### src/rtl/rtc_time_reader.sv
// Reads seconds, minutes and hour from a multiplexed-bus RTC as three
// 40-cycle frames; RTC_RD_XFER_EN adds a leading transfer-command frame.
module rtc_time_reader (
  input  logic       clock,
  input  logic       reset,
  input  logic       start,
  input  logic [7:0] ad_in,
  output logic [7:0] ad_out,
  output logic       ad_oe,
  output logic       ad,
  output logic       cs,
  output logic       wr,
  output logic       rd,
  output logic [7:0] seg,
  output logic [7:0] min,
  output logic [6:0] hora,
  output logic       ampm,
  output logic       busy,
  output logic       done
);

`ifdef RTC_RD_XFER_EN
  localparam logic XFER_EN = 1'b1;
`else
  localparam logic XFER_EN = 1'b0;
`endif

  localparam logic [5:0] LAST_CNT = 6'd39;
  localparam logic [5:0] CAP_CNT  = 6'd27;
  localparam logic [1:0] LAST_IDX = 2'd2;

  typedef enum logic [1:0] {IDLE, FRAME, DONE} state_t;

  typedef struct packed {
    logic       ad;
    logic       cs;
    logic       wr;
    logic       rd;
    logic       oe;
    logic [7:0] out;
  } bus_t;

  localparam bus_t BUS_IDLE = '{ad: 1'b1, cs: 1'b1, wr: 1'b1, rd: 1'b1, oe: 1'b0, out: 8'hFF};

  function automatic logic in_rng(input logic [5:0] c, input logic [5:0] lo, input logic [5:0] hi);
    return (c >= lo) && (c <= hi);
  endfunction

  // Bus levels for one cycle of a frame; each strobe is low over a fixed cnt window.
  function automatic bus_t frame_bus(input logic [5:0] c, input logic cmd, input logic [1:0] i);
    bus_t       b;
    logic [7:0] addr;
    b    = BUS_IDLE;
    addr = cmd ? 8'hF2 : (8'h21 + {6'd0, i});
    if (in_rng(c, 6'd1, 6'd10))  b.ad = 1'b0;
    if (in_rng(c, 6'd2, 6'd9))   b.cs = 1'b0;
    if (in_rng(c, 6'd3, 6'd8))   b.wr = 1'b0;
    if (in_rng(c, 6'd4, 6'd12)) begin
      b.oe  = 1'b1;
      b.out = addr;
    end
    if (in_rng(c, 6'd21, 6'd28)) b.cs = 1'b0;
    if (cmd) begin
      if (in_rng(c, 6'd22, 6'd27)) b.wr = 1'b0;
      if (in_rng(c, 6'd23, 6'd30)) b.oe = 1'b1;
    end else if (in_rng(c, 6'd22, 6'd27)) begin
      b.rd = 1'b0;
    end
    return b;
  endfunction

  state_t     state_q, state_d;
  logic [5:0] cnt_q, cnt_d;
  logic [1:0] idx_q, idx_d;
  logic       cmd_q, cmd_d;
  logic       busy_q, busy_d;
  logic       done_q, done_d;
  logic       start_q, start_d;
  logic       arm_q, arm_d;
  bus_t       bus_q, bus_d;
  logic [7:0] sh_seg_q, sh_seg_d;
  logic [7:0] sh_min_q, sh_min_d;
  logic [7:0] sh_hour_q, sh_hour_d;
  logic [7:0] seg_q, seg_d;
  logic [7:0] min_q, min_d;
  logic [7:0] hour_q, hour_d;
  logic       start_edge;

  // arm_q blocks a start that was already high when reset released.
  assign start_edge = start && !start_q && arm_q;

  always_comb begin
    state_d   = state_q;
    cnt_d     = cnt_q;
    idx_d     = idx_q;
    cmd_d     = cmd_q;
    busy_d    = busy_q;
    done_d    = 1'b0;
    start_d   = start;
    arm_d     = arm_q | ~start;
    sh_seg_d  = sh_seg_q;
    sh_min_d  = sh_min_q;
    sh_hour_d = sh_hour_q;
    seg_d     = seg_q;
    min_d     = min_q;
    hour_d    = hour_q;
    case (state_q)
      IDLE: begin
        if (start_edge) begin
          state_d = FRAME;
          cnt_d   = 6'd0;
          idx_d   = 2'd0;
          cmd_d   = XFER_EN;
          busy_d  = 1'b1;
        end
      end
      FRAME: begin
        if (!cmd_q && cnt_q == CAP_CNT) begin
          case (idx_q)
            2'd0:    sh_seg_d  = ad_in;
            2'd1:    sh_min_d  = ad_in;
            default: sh_hour_d = ad_in;
          endcase
        end
        if (cnt_q == LAST_CNT) begin
          cnt_d = 6'd0;
          if (cmd_q) begin
            cmd_d = 1'b0;
          end else if (idx_q == LAST_IDX) begin
            state_d = DONE;
            busy_d  = 1'b0;
            done_d  = 1'b1;
            seg_d   = sh_seg_q;
            min_d   = sh_min_q;
            hour_d  = sh_hour_q;
          end else begin
            idx_d = idx_q + 2'd1;
          end
        end else begin
          cnt_d = cnt_q + 6'd1;
        end
      end
      DONE:    state_d = IDLE;
      default: state_d = IDLE;
    endcase
    bus_d = (state_d == FRAME) ? frame_bus(cnt_d, cmd_d, idx_d) : BUS_IDLE;
  end

  always_ff @(posedge clock) begin
    if (reset) begin
      state_q   <= IDLE;
      cnt_q     <= 6'd0;
      idx_q     <= 2'd0;
      cmd_q     <= 1'b0;
      busy_q    <= 1'b0;
      done_q    <= 1'b0;
      start_q   <= 1'b0;
      arm_q     <= ~start;
      bus_q     <= BUS_IDLE;
      sh_seg_q  <= 8'h00;
      sh_min_q  <= 8'h00;
      sh_hour_q <= 8'h00;
      seg_q     <= 8'h00;
      min_q     <= 8'h00;
      hour_q    <= 8'h00;
    end else begin
      state_q   <= state_d;
      cnt_q     <= cnt_d;
      idx_q     <= idx_d;
      cmd_q     <= cmd_d;
      busy_q    <= busy_d;
      done_q    <= done_d;
      start_q   <= start_d;
      arm_q     <= arm_d;
      bus_q     <= bus_d;
      sh_seg_q  <= sh_seg_d;
      sh_min_q  <= sh_min_d;
      sh_hour_q <= sh_hour_d;
      seg_q     <= seg_d;
      min_q     <= min_d;
      hour_q    <= hour_d;
    end
  end

  assign ad_out = bus_q.out;
  assign ad_oe  = bus_q.oe;
  assign ad     = bus_q.ad;
  assign cs     = bus_q.cs;
  assign wr     = bus_q.wr;
  assign rd     = bus_q.rd;
  assign seg    = seg_q;
  assign min    = min_q;
  assign hora   = hour_q[6:0];
  assign ampm   = hour_q[7];
  assign busy   = busy_q;
  assign done   = done_q;

endmodule

### config.mk
export PLATFORM = sky130hd
export DESIGN_NAME = rtc_time_reader
export DESIGN_NICKNAME = d
export VERILOG_FILES = /design/src/rtl/rtc_time_reader.sv
export SDC_FILE = /design/constraint.sdc
export NUM_CORES = 1
export LEC_CHECK = 0
export BUFFER_PORTS_ARGS = -buffer_cell sky130_fd_sc_hd__buf_2
export CAP_MARGIN = 15
export CORE_AREA = 4 4 83 85
export CTS_CLUSTER_SIZE = 8
export DETAILED_ROUTE_END_ITERATION = 8
export DIE_AREA = 0 0 87 89
export PLACE_DENSITY = 0.8
export REMOVE_ABC_BUFFERS = 1
export SYNTH_ARGS = -nofsm -noshare
export SYNTH_HDL_FRONTEND = slang
export SYNTH_SLANG_ARGS = --single-unit
### constraint.sdc
create_clock -name clock -period 1.9 [get_ports clock]
set_input_delay 0.38 -clock clock [delete_from_list [all_inputs] [get_ports clock]]
set_output_delay 0.38 -clock clock [all_outputs]
set_load 0.02 [all_outputs]
Yosys cells after proc, flatten, opt, wreduce, memory -nomap -nowiden
Cells that the tools add are included.
{"block": "word_totals", "wordCells": 116, "output_inout_bits": 39, "inputBits": 11, "ff_bits": 76}
{"block": "classes", "add_sub_neg": 3, "n_bitwise": 8, "n_reduce_logical": 26, "muxes": 34, "n_lt_le_gt_ge": 14, "n_eq_ne": 10}
{"cell": "$le 6x4->1 const B", "n": 4}
{"cell": "$ge 6x5->1 const B", "n": 3}
{"cell": "$le 6x5->1 const B", "n": 3}
{"cell": "$mux 1", "n": 17}
{"cell": "$mux 2", "n": 8}
{"cell": "$ge 6x2->1 const B", "n": 2}
{"cell": "$mux 6", "n": 2}
{"cell": "$pmux 6 s2", "n": 1}
{"cell": "$logic_and 1x1->1", "n": 10}
{"cell": "$mux 9", "n": 1}
{"cell": "$reduce_and 3->1", "n": 3}
{"cell": "$mux 8", "n": 1}
{"cell": "$ne 2x2->1 const B", "n": 4}
{"cell": "$pmux 2 s2", "n": 2}
{"cell": "$reduce_or 4->1", "n": 2}
{"cell": "$add 6x2->7 const A", "n": 1}
{"cell": "$not 1->1", "n": 7}
{"cell": "$add 6x1->6 const B", "n": 1}
{"cell": "$eq 2x1->1 const B", "n": 3}
{"cell": "$eq 6x5->1 const B", "n": 1}
{"cell": "$eq 6x6->1 const B", "n": 1}
{"cell": "$ge 6x1->1 const B", "n": 1}
{"cell": "$ge 6x3->1 const B", "n": 1}
{"cell": "$reduce_or 3->1", "n": 2}
{"cell": "other kinds (10)", "n": 14}

Logic depth before layout (Yosys ltp)
Gate-level depths: netlist of run 1.
{"block": "logic_depth", "depth_word": 10, "ltp_mapped": 8, "depth_no_buf": 8}

Worst setup path after synthesis of run 1
OpenSTA, ideal clock, no wires.
{"block": "synth_timing", "kind": "register -> register", "from": "reg cnt_q[3]", "to": "reg bus_q (netlist bit ad_out[1])", "path_stages_with_launch": 8, "required_ns": 1.773, "arrival_ns": 1.899, "path_slack_ns": -0.126, "setup_ns": 0.127, "period_less_slack_ns": 2.026, "n_path_buf": 1, "cell_sequence": "dfxtp_1 buf_4 or3b_4 nor2_2 nand2_1 o21ai_0 ha_1 or3_1"}
{"block": "synth_via", "word_cells_on_any_way": 19, "cone_classes": "add/sub: 2; order compare: 2; eq/ne: 2; mux: 9; bitwise: 2; reduce/logical: 2"}
{"item": "start: declaration", "line_no": "73", "source": "logic [5:0] cnt_q, cnt_d;"}
{"item": "start signal: assignment", "line_no": "168", "source": "cnt_q <= cnt_d;"}
{"item": "$eq 6x6->1", "line_no": "125", "source": "if (cnt_q == LAST_CNT) begin"}
{"item": "$mux 2", "line_no": "125"}
{"item": "$pmux 2 s2", "line_no": "107", "source": "case (state_q)"}
{"item": "via idx_d[0]", "line_no": "74", "source": "logic [1:0] idx_q, idx_d;"}
{"item": "$add 6x2->7", "line_no": "54", "source": "addr = cmd ? 8'hF2 : (8'h21 + {6'd0, i});"}
{"item": "end signal: assignment", "line_no": "175", "source": "bus_q <= bus_d;"}
{"item": "end: declaration", "line_no": "80", "source": "bus_t bus_q, bus_d;"}
The timed path passes the listed nets, and every way through them passes these cells.
A chain may end at the register's enable or synchronous reset.

Worst setup path in the final report of run 1
{"block": "layout_timing", "from": "reg cnt_q[3]", "to": "reg bus_q (netlist bit ad_oe)"}
{"block": "layout_via", "elab_chain_cells": 8, "word_cells_on_any_way": 21, "cone_classes": "add/sub: 1; order compare: 4; eq/ne: 2; mux: 10; bitwise: 1; reduce/logical: 3"}
{"item": "$add 6x1->6 or $eq 6x6->1 (tied branches)", "line_no": "140, 125"}
{"item": "$mux 6", "line_no": "125"}
{"item": "$pmux 6 s2", "line_no": "107"}
{"item": "$ge 6x3->1 or $le 6x4->1 (tied branches)", "line_no": "46", "source": "return (c >= lo) && (c <= hi);"}
{"item": "$logic_and 1x1->1", "line_no": "46"}
{"item": "$mux 9", "line_no": "58", "source": "if (in_rng(c, 6'd4, 6'd12)) begin"}
{"item": "$mux 1", "line_no": "65", "source": "if (in_rng(c, 6'd23, 6'd30)) b.oe = 1'b1;"}
{"item": "$mux 1", "line_no": "63", "source": "if (cmd) begin"}
Parallel ways exist; a longest one is shown, timed or not.

==> Implementation_results.wiki, run 1 <==
{| class="wikitable"
! Metric !! Value
|-
| Chip Width || 87 microns
|-
| Die Y || 89 microns
|-
| Library cells used by synthesis || 55
|-
| Number of enable flip-flop cells after synthesis || 0
|-
| Placed wire-length estimate after detailed placement || 4.87 mm
|-
| Count of buffering cells on the critical path with inverters included || 3
|-
| Worst-path clk slew || 0.08 ns
|-
| Max stage delay cell, worst path || a211oi_4
|-
| Post-Syn Area per Cell || 8.32 sq um
|-
| Fmax || 486 MHz
|-
| Fin. max-slew vios || 0
|-
| Number of buffers inserted by port buffering || 48
|-
| Router iterations before antenna repair || 5
|-
| Setup repair after global routing missed its margin || yes
|-
| Layout cells sized above 1 || 42.8%
|-
| Overflow after GRT || 0
|-
| Minimum setup slack in the final design || -0.160 ns
|-
| DP Cell Count || 489
|-
| Initial antenna violation count || 0
|-
| Gp weighted congestion || 0.869
|-
| Final period util || 108%
|-
| Most frequent CP cell || buf_4
|-
| Cell chain of the critical path || buf_6, nor3b_4, a2111oi_4, a211oi_4, buf_4, buf_4, xnor2_2, o31ai_2
|-
| Post-detailed-route wirelength per cell || 16.2 microns
|-
| Area fraction in and, or, nand and nor cells after synthesis || 26.9%
|-
| Number of H-tree branching levels || 3
|-
| Async S/R FF share, synth || 0%
|-
| Largest net degree at the start of global routing || 63
|-
| Worst-Skew Late Latency || 0.35 ns
|-
| Count of endpoints failing setup in the final report || 22
|-
| Proportion of synthesized chip area in sequential cells || 49.2%
|-
| Flops & latches, synth || 73
|-
| Worst Max-Slew Pin Slew || 0.752 ns
|-
| Leakage power of the design || 0.00175 uW
|-
| Top cells by area, synth || dfxtp_1 (49%), nand2_1 (15%), a21oi_1 (8.6%)
|-
| Core area || 6200 sq um
|-
| Max-Cap Viols || 0
|-
| Arrival @ worst endpoint || 2.32 ns
|-
| Vias in the first global route || 2,605
|-
| Clock buffer count from CTS || 9
|-
| Average vias per placed instance || 5.43
|-
| Category of the worst setup path capture point || flip-flop
|-
| Worst voltage drop across the vdd grid || 0.000715 V
|-
| Result of the run || finished, violations left
|-
| Cell count after synthesis || 357
|-
| Startpoint-to-endpoint class of the critical path || reg2reg
|-
| Worst clock skew || 0.0106 ns
|-
| Dominant combinational cell family by area after synthesis || simple AND/OR/NAND/NOR gates
|-
| Total Neg Setup Slack || -0.763 ns
|-
| Post-layout utilization of the core || 67.2%
|-
| Total clock sinks || 73
|-
| Die area || 7740 sq um
|-
| Number of antenna-violating nets in the routed design || 0
|-
| Largest buffer count on any clock path || 2
|-
| CP max stage delay || 0.43 ns
|-
| Area of the mapped netlist || 2970 sq um
|-
| Final nets || 451
|-
| Area share of fa/ha/maj cells after synthesis || 2.53%
|-
| Growth of design area from synthesis to finish || 40.4%
|-
| Synth area leader || dfxtp_1
|-
| Most used DFF post-synth || dfxtp_1
|-
| Initial Util || 47.9%
|-
| Path class of the lowest-slack min-delay path || in2reg
|-
| Overall Global Routing Usage || 20.3%
|-
| CP Launch Type || flip-flop
|-
| Final critical delay including setup and external delays || 2.06 ns
|-
| Top cell type's share of synthesized area || 49.2%
|-
| Multiplexer area fraction after synthesis || 0.337%
|-
| Critical path's top delay family || compound AO/OA/AOI/OAI gates
|-
| Tightest hold margin || 0.268 ns
|-
| Yosys warnings || 0
|-
| Remaining routing DRC violations || 0
|-
| Max Fanout on Critical Path || 7
|-
| Xor and xnor area share after synthesis || 0.589%
|-
| CP required || 2.17 ns
|-
| Number of cell rows || 29
|-
| Synthesized-area fraction occupied by ao, oa, aoi and oai cells || 16.2%
|-
| Buffer type at the clock tree root || clkbuf_8
|-
| Hold bufs inserted after CTS || 0
|-
| Violated checks || negative setup slack
|-
| Final hold viol count || 0
|-
| Diodes inserted || 0
|-
| Global-route wire length before repair || 12.2 mm
|-
| Number of DRC markers in iteration 0 || 142
|-
| Slew headroom || 49.9%
|-
| Count of non-filler cells in the finished layout || 516
|-
| CTS tree || done
|-
| Pwr per Cell Area || 735 nW/um^2
|-
| Number of top-level pins || 50
|-
| Vias || 2,804
|-
| Final wirelength || 8.34 mm
|}
[worst paths after layout]
check	startpoint	to	slack, ns	depth (start not counted)
min	start	arm_q$_DFF_P_	0.27	2
max reg2reg	cnt_q[3]$_SDFF_PP0_	ad_oe$_SDFF_PP0_	-0.16	8
min reg2reg	hour_q[1]$_SDFFE_PP0P_	hour_q[1]$_SDFFE_PP0P_	0.45	2
max	cnt_q[3]$_SDFF_PP0_	ad_oe$_SDFF_PP0_	-0.16	8
[power by group]
| part | switching, uW | total, uW | internal (uW) |
|---|---|---|---|
| logic | 108 | 182 | 73.6 |
| clock network | 597 | 1340 | 739 |
| registers | 11.8 | 1550 | 1540 |
| total | 717 | 3070 | 2350 |
[per-layer routing]
metal | global-route usage (%) | vias to the layer above | routed length, microns
met3 | 6.64 | 19 | 584
met4 | 8.36 | 0 | 199
li1 | - | 1344 | -
met1 | 23.0 | 1322 | 3280
met5 | 0 | - | 0
met2 | 35.3 | 119 | 4270
[state kept, by name, summed over array words and instances (netlist names), 2 cells and up]
name	cells
seg	8
sh_hour_q	8
cnt_q	6
hour_q	8
min	8
state_q	2
idx_q	2
sh_min_q	8
sh_seg_q	8
ad_out	5
[final cells by class]
class,instances,area (sq um)
Clock buffer,9,124
Multi-Input combinational cell,258,1750
Timing Repair Buffer,86,607
Clock inverter,7,93.8
Tap cell,77,96.3
Inverter,6,22.5
Fill cell,459,2030
Sequential cell,73,1480
[synthesized netlist by cell type, types with 2 or more instances]
library cell and instances:
or3_1 4, and2_1 5, clkbuf_1 13, and3_1 2
a21oi_1 51, nor3b_1 2, o21a_1 2, ha_1 6
dfxtp_1 73, buf_2 2, nand3_1 7, nand2b_1 4
buf_4 4, o22ai_1 2, inv_1 6, nand2_1 115
nor2_1 11, o21ai_0 7, nor2b_1 5
[placed cells by master (no fill, tap or decap), types with 3 or more instances in the layout]
cell,count
nand2_4,13
nand3_1,4
and2_2,3
buf_2,48
a21oi_2,21
nand2_2,9
ha_1,5
nor2_1,10
buf_4,26
clkbuf_8,9
or3_1,4
buf_6,9
o21ai_0,3
dfxtp_1,66
nor2b_1,5
nand2b_1,3
nand2_1,93
nand3_2,3
a21oi_1,30
and3_4,3
dfxtp_2,5
inv_1,6
[cell families after synthesis]
kind of cell	Yosys count
fa+ha+maj	6
simple gates	170
mux	1
other cells	1
compound gates	78
buf+inv	26
flops	73
xor+xnor	2
[through the flow]
step	area, sq um	setup WS [ns]	total power [uW]
after floorplan	2870	-0.126	1650
after global placement	3420	-0.123	1740
after detailed placement	3420	-0.220	1740
after CTS	3790	-0.0280	3070
after global routing	4170	-0.232	3160
final	4170	-0.160	3070
[repair_timing]
item / in CTS / in global routing
resized for setup: 30 / 78
endpoints found under the setup margin: 10 / 55
gates cloned: 0 / 3
hold endpoints to repair: 0 / 0
pin swaps: 9 / 45
setup buffers: 5 / 4
Power figures use the tool's default switching activity.
==> inputs of run 2 (changes only) <==
--- a/config.mk
+++ b/config.mk
@@ -13,6 +13,7 @@
 export DIE_AREA = 0 0 87 89
 export PLACE_DENSITY = 0.8
 export REMOVE_ABC_BUFFERS = 1
+export SETUP_SLACK_MARGIN = 0.3
 export SYNTH_ARGS = -nofsm -noshare
 export SYNTH_HDL_FRONTEND = slang
 export SYNTH_SLANG_ARGS = --single-unit
==> run 2 against run 1 <==
Effect of this change: the run still ends with negative setup slack left; largest cell class unchanged; largest power group unchanged; critical path type unchanged; routed wire length rose by 10%; register-to-register slack about the same; combinational power grew 9%; critical endpoint is now min[1]$_SDFFE_PP0P_; critical path depth up 2; total power grew 0.95%.
==> Implementation_results.wiki, run 2 (synthesized netlist as in run 1, its figures left out) <==
{| class="wikitable"
! Metric !! Value
|-
| Placed wire-length estimate after detailed placement || 4.87 mm
|-
| Worst Max-Slew Pin Slew || 0.716 ns
|-
| Clock network fraction of total power || 43.6%
|-
| Most frequent standard cell in the layout excluding fill and tap cells || nand2_1
|-
| CP Launch Type || flip-flop
|-
| Worst voltage drop across the vdd grid || 0.000752 V
|-
| Reg-to-reg setup timing slack || -0.15 ns
|-
| Total clock sinks || 73
|-
| Vias || 2,878
|-
| Most frequent CP cell || buf_6
|-
| Leakage power of the design || 0.00165 uW
|-
| Highest-count cells in the layout ignoring fill and taps || nand2_1 (86), dfxtp_1 (64), buf_2 (48)
|-
| Switching portion of total power || 23.9%
|-
| Overflow after GRT || 0
|-
| Vias in the first global route || 2,737
|-
| Arrival @ worst endpoint || 2.32 ns
|-
| Number of antenna-violating nets in the routed design || 0
|-
| Chip Width || 87 microns
|-
| Overall Global Routing Usage || 21.2%
|-
| Cell chain of the critical path || or3b_4, nor2_4, buf_6, buf_6, buf_6, and3_4, buf_12, buf_16, nand2_2, a21oi_1
|-
| Growth of design area from synthesis to finish || 44.2%
|-
| Number of cell rows || 29
|-
| Number of buffers inserted by port buffering || 48
|-
| Part of the power in registers || 50.0%
|-
| Post-detailed-route wirelength per cell || 17.5 microns
|-
| Largest buffer count on any clock path || 2
|-
| Count of non-filler cells in the finished layout || 526
|-
| Final critical delay including setup and external delays || 2.05 ns
|-
| Hold bufs inserted after CTS || 0
|-
| CP required || 2.17 ns
|-
| Final hold viol count || 0
|-
| Slew headroom || 52.2%
|-
| Category of the worst setup path capture point || flip-flop
|-
| Worst clock skew || 0.00793 ns
|-
| Worst-path clk slew || 0.08 ns
|-
| Final nets || 461
|-
| Fmax || 489 MHz
|-
| Number of top-level pins || 50
|-
| Placement-stage cell area || 3420 sq um
|-
| Buffer type at the clock tree root || clkbuf_8
|-
| Initial Util || 47.9%
|-
| Combined area of the multi-input logic cells || 1730 sq um
|-
| Number of H-tree branching levels || 3
|-
| Global-route wire length before repair || 12.7 mm
|-
| Layout fillers || 441
|-
| Final wirelength || 9.21 mm
|-
| Minimum setup slack after placement || -0.220 ns
|-
| Capture endpoint of the worst hold path || arm_q$_DFF_P_
|-
| Max Fanout on Critical Path || 6
|-
| Violated checks || negative setup slack
|-
| Path class of the lowest-slack min-delay path || in2reg
|-
| Result of the run || finished, violations left
|-
| Pwr per Cell Area || 723 nW/um^2
|-
| Die Y || 89 microns
|-
| Initial antenna violation count || 0
|-
| Count of endpoints failing setup in the final report || 32
|-
| Switching power of the nets || 741 uW
|-
| Clock buffer count from CTS || 9
|-
| Beginning of the worst hold path || start
|-
| Count of buffering cells on the critical path with inverters included || 5
|-
| Worst r2r src || cnt_q[4]$_SDFF_PP0_
|-
| Largest net degree at the start of global routing || 63
|-
| CP max stage delay || 0.44 ns
|-
| Number of DRC markers in iteration 0 || 192
|-
| Average vias per placed instance || 5.47
|-
| Worst-case reg-to-reg path depth || 10
|-
| Core area || 6200 sq um
|-
| Remaining routing DRC violations || 0
|-
| Layout cells sized above 1 || 44.8%
|-
| Max-Cap Viols || 0
|-
| Total Neg Setup Slack || -1.89 ns
|-
| Hold Crit Depth || 2
|-
| Worst-Skew Late Latency || 0.35 ns
|-
| Startpoint-to-endpoint class of the critical path || reg2reg
|-
| Critical R2R Capture || min[1]$_SDFFE_PP0P_
|-
| Layout Cell Area excl Fill || 4280 sq um
|-
| Diodes inserted || 0
|-
| Final period util || 108%
|-
| Combinational Power Share || 6.4%
|-
| Max stage delay cell, worst path || or3b_4
|-
| DP Cell Count || 489
|-
| CTS tree || done
|-
| Critical path's top delay family || simple AND/OR/NAND/NOR gates
|-
| Storage element area || 1480 sq um
|-
| Router iterations before antenna repair || 5
|-
| Die area || 7740 sq um
|-
| Minimum setup slack in the final design || -0.146 ns
|-
| Internal Power || 2350 uW
|-
| Fin. max-slew vios || 0
|-
| Gp weighted congestion || 0.869
|-
| Setup repair after global routing missed its margin || yes
|}
run 2: cell types whose count changed in the layout (fill, tap and decap cells not counted), moves of 4 or more:
cell / delta
nand2_2: +18
nand2_4: -11
a21oi_1: +7
a21oi_2: -7
nand2_1: -7
buf_4: +4
run 2: worst reg2reg max path: stages (launching register included):
cell	delay [ns]
dfxtp_4	0.37
or3b_4	0.44
nor2_4	0.17
buf_6	0.12
buf_6	0.08
buf_6	0.10
and3_4	0.24
buf_12	0.12
buf_16	0.11
nand2_2	0.06
a21oi_1	0.16
run 2: how the worst max path moves through the flow:
stage	startpoint	end	cells after the start
final	cnt_q[4]$_SDFF_PP0_	min[1]$_SDFFE_PP0P_	10
after global routing	cnt_q[1]$_SDFF_PP0_	ad_oe$_SDFF_PP0_	7
after CTS	cnt_q[1]$_SDFF_PP0_	rd$_SDFF_PP1_	7
after detailed placement	cnt_q[0]$_SDFF_PP0_	ad_out[1]$_SDFF_PP1_	7
after global placement	cnt_q[0]$_SDFF_PP0_	ad_out[1]$_SDFF_PP1_	7
after floorplan	cnt_q[0]$_SDFF_PP0_	ad_out[1]$_SDFF_PP1_	7
run 2: area by class of cell:
cell class / instances / share of cell area (%)
Clock buffer: 9 / 2.89
Sequential cell: 73 / 34.6
Inverter: 6 / 0.526
Tap cell: 77 / 2.25
Multi-Input combinational cell: 258 / 40.3
Clock inverter: 7 / 2.19
Timing Repair Buffer: 96 / 17.3
run 2: metal layers:
layer  share of wire [%]  GRT usage [%]  vias to the layer above
met5                   0              0                        -
met2                  54           38.0                      126
met1                  38           23.4                     1366
li1                    -              -                     1365
met3                 5.7           6.64                       21
met4                 2.6           8.64                        0
run 2: power by group through the flow:
| stage | Sequential (uW) | Clock (uW) | Combinational (uW) |
|---|---|---|---|
| finish | 1550 | 1350 | 198 |
| detailed placement | 1580 | 0 | 157 |
| global route | 1550 | 1420 | 207 |
| global placement | 1580 | 0 | 154 |
| CTS | 1550 | 1360 | 168 |
| floorplan | 1590 | 0 | 65.3 |
run 2: what timing repair did:
| item | in CTS | in global routing |
|---|---|---|
| endpoints found under the setup margin | 63 | 66 |
| gates cloned | 2 | 2 |
| setup buffers | 6 | 11 |
| pin swaps | 11 | 10 |
| gates resized for setup | 47 | 68 |
run 2: metrics by stage:
| stage | power (uW) | util, % | hold slack (ns) |
|---|---|---|---|
| 2_1_floorplan | 1650 | - | 0.426 |
| 3_3_place_gp | 1740 | 55.2 | 0.438 |
| 3_5_place_dp | 1740 | 55.2 | 0.443 |
| 4_1_cts | 3070 | 62.8 | 0.252 |
| 5_1_grt | 3180 | 69.0 | 0.272 |
| 6_report | 3100 | 69.0 | 0.262 |
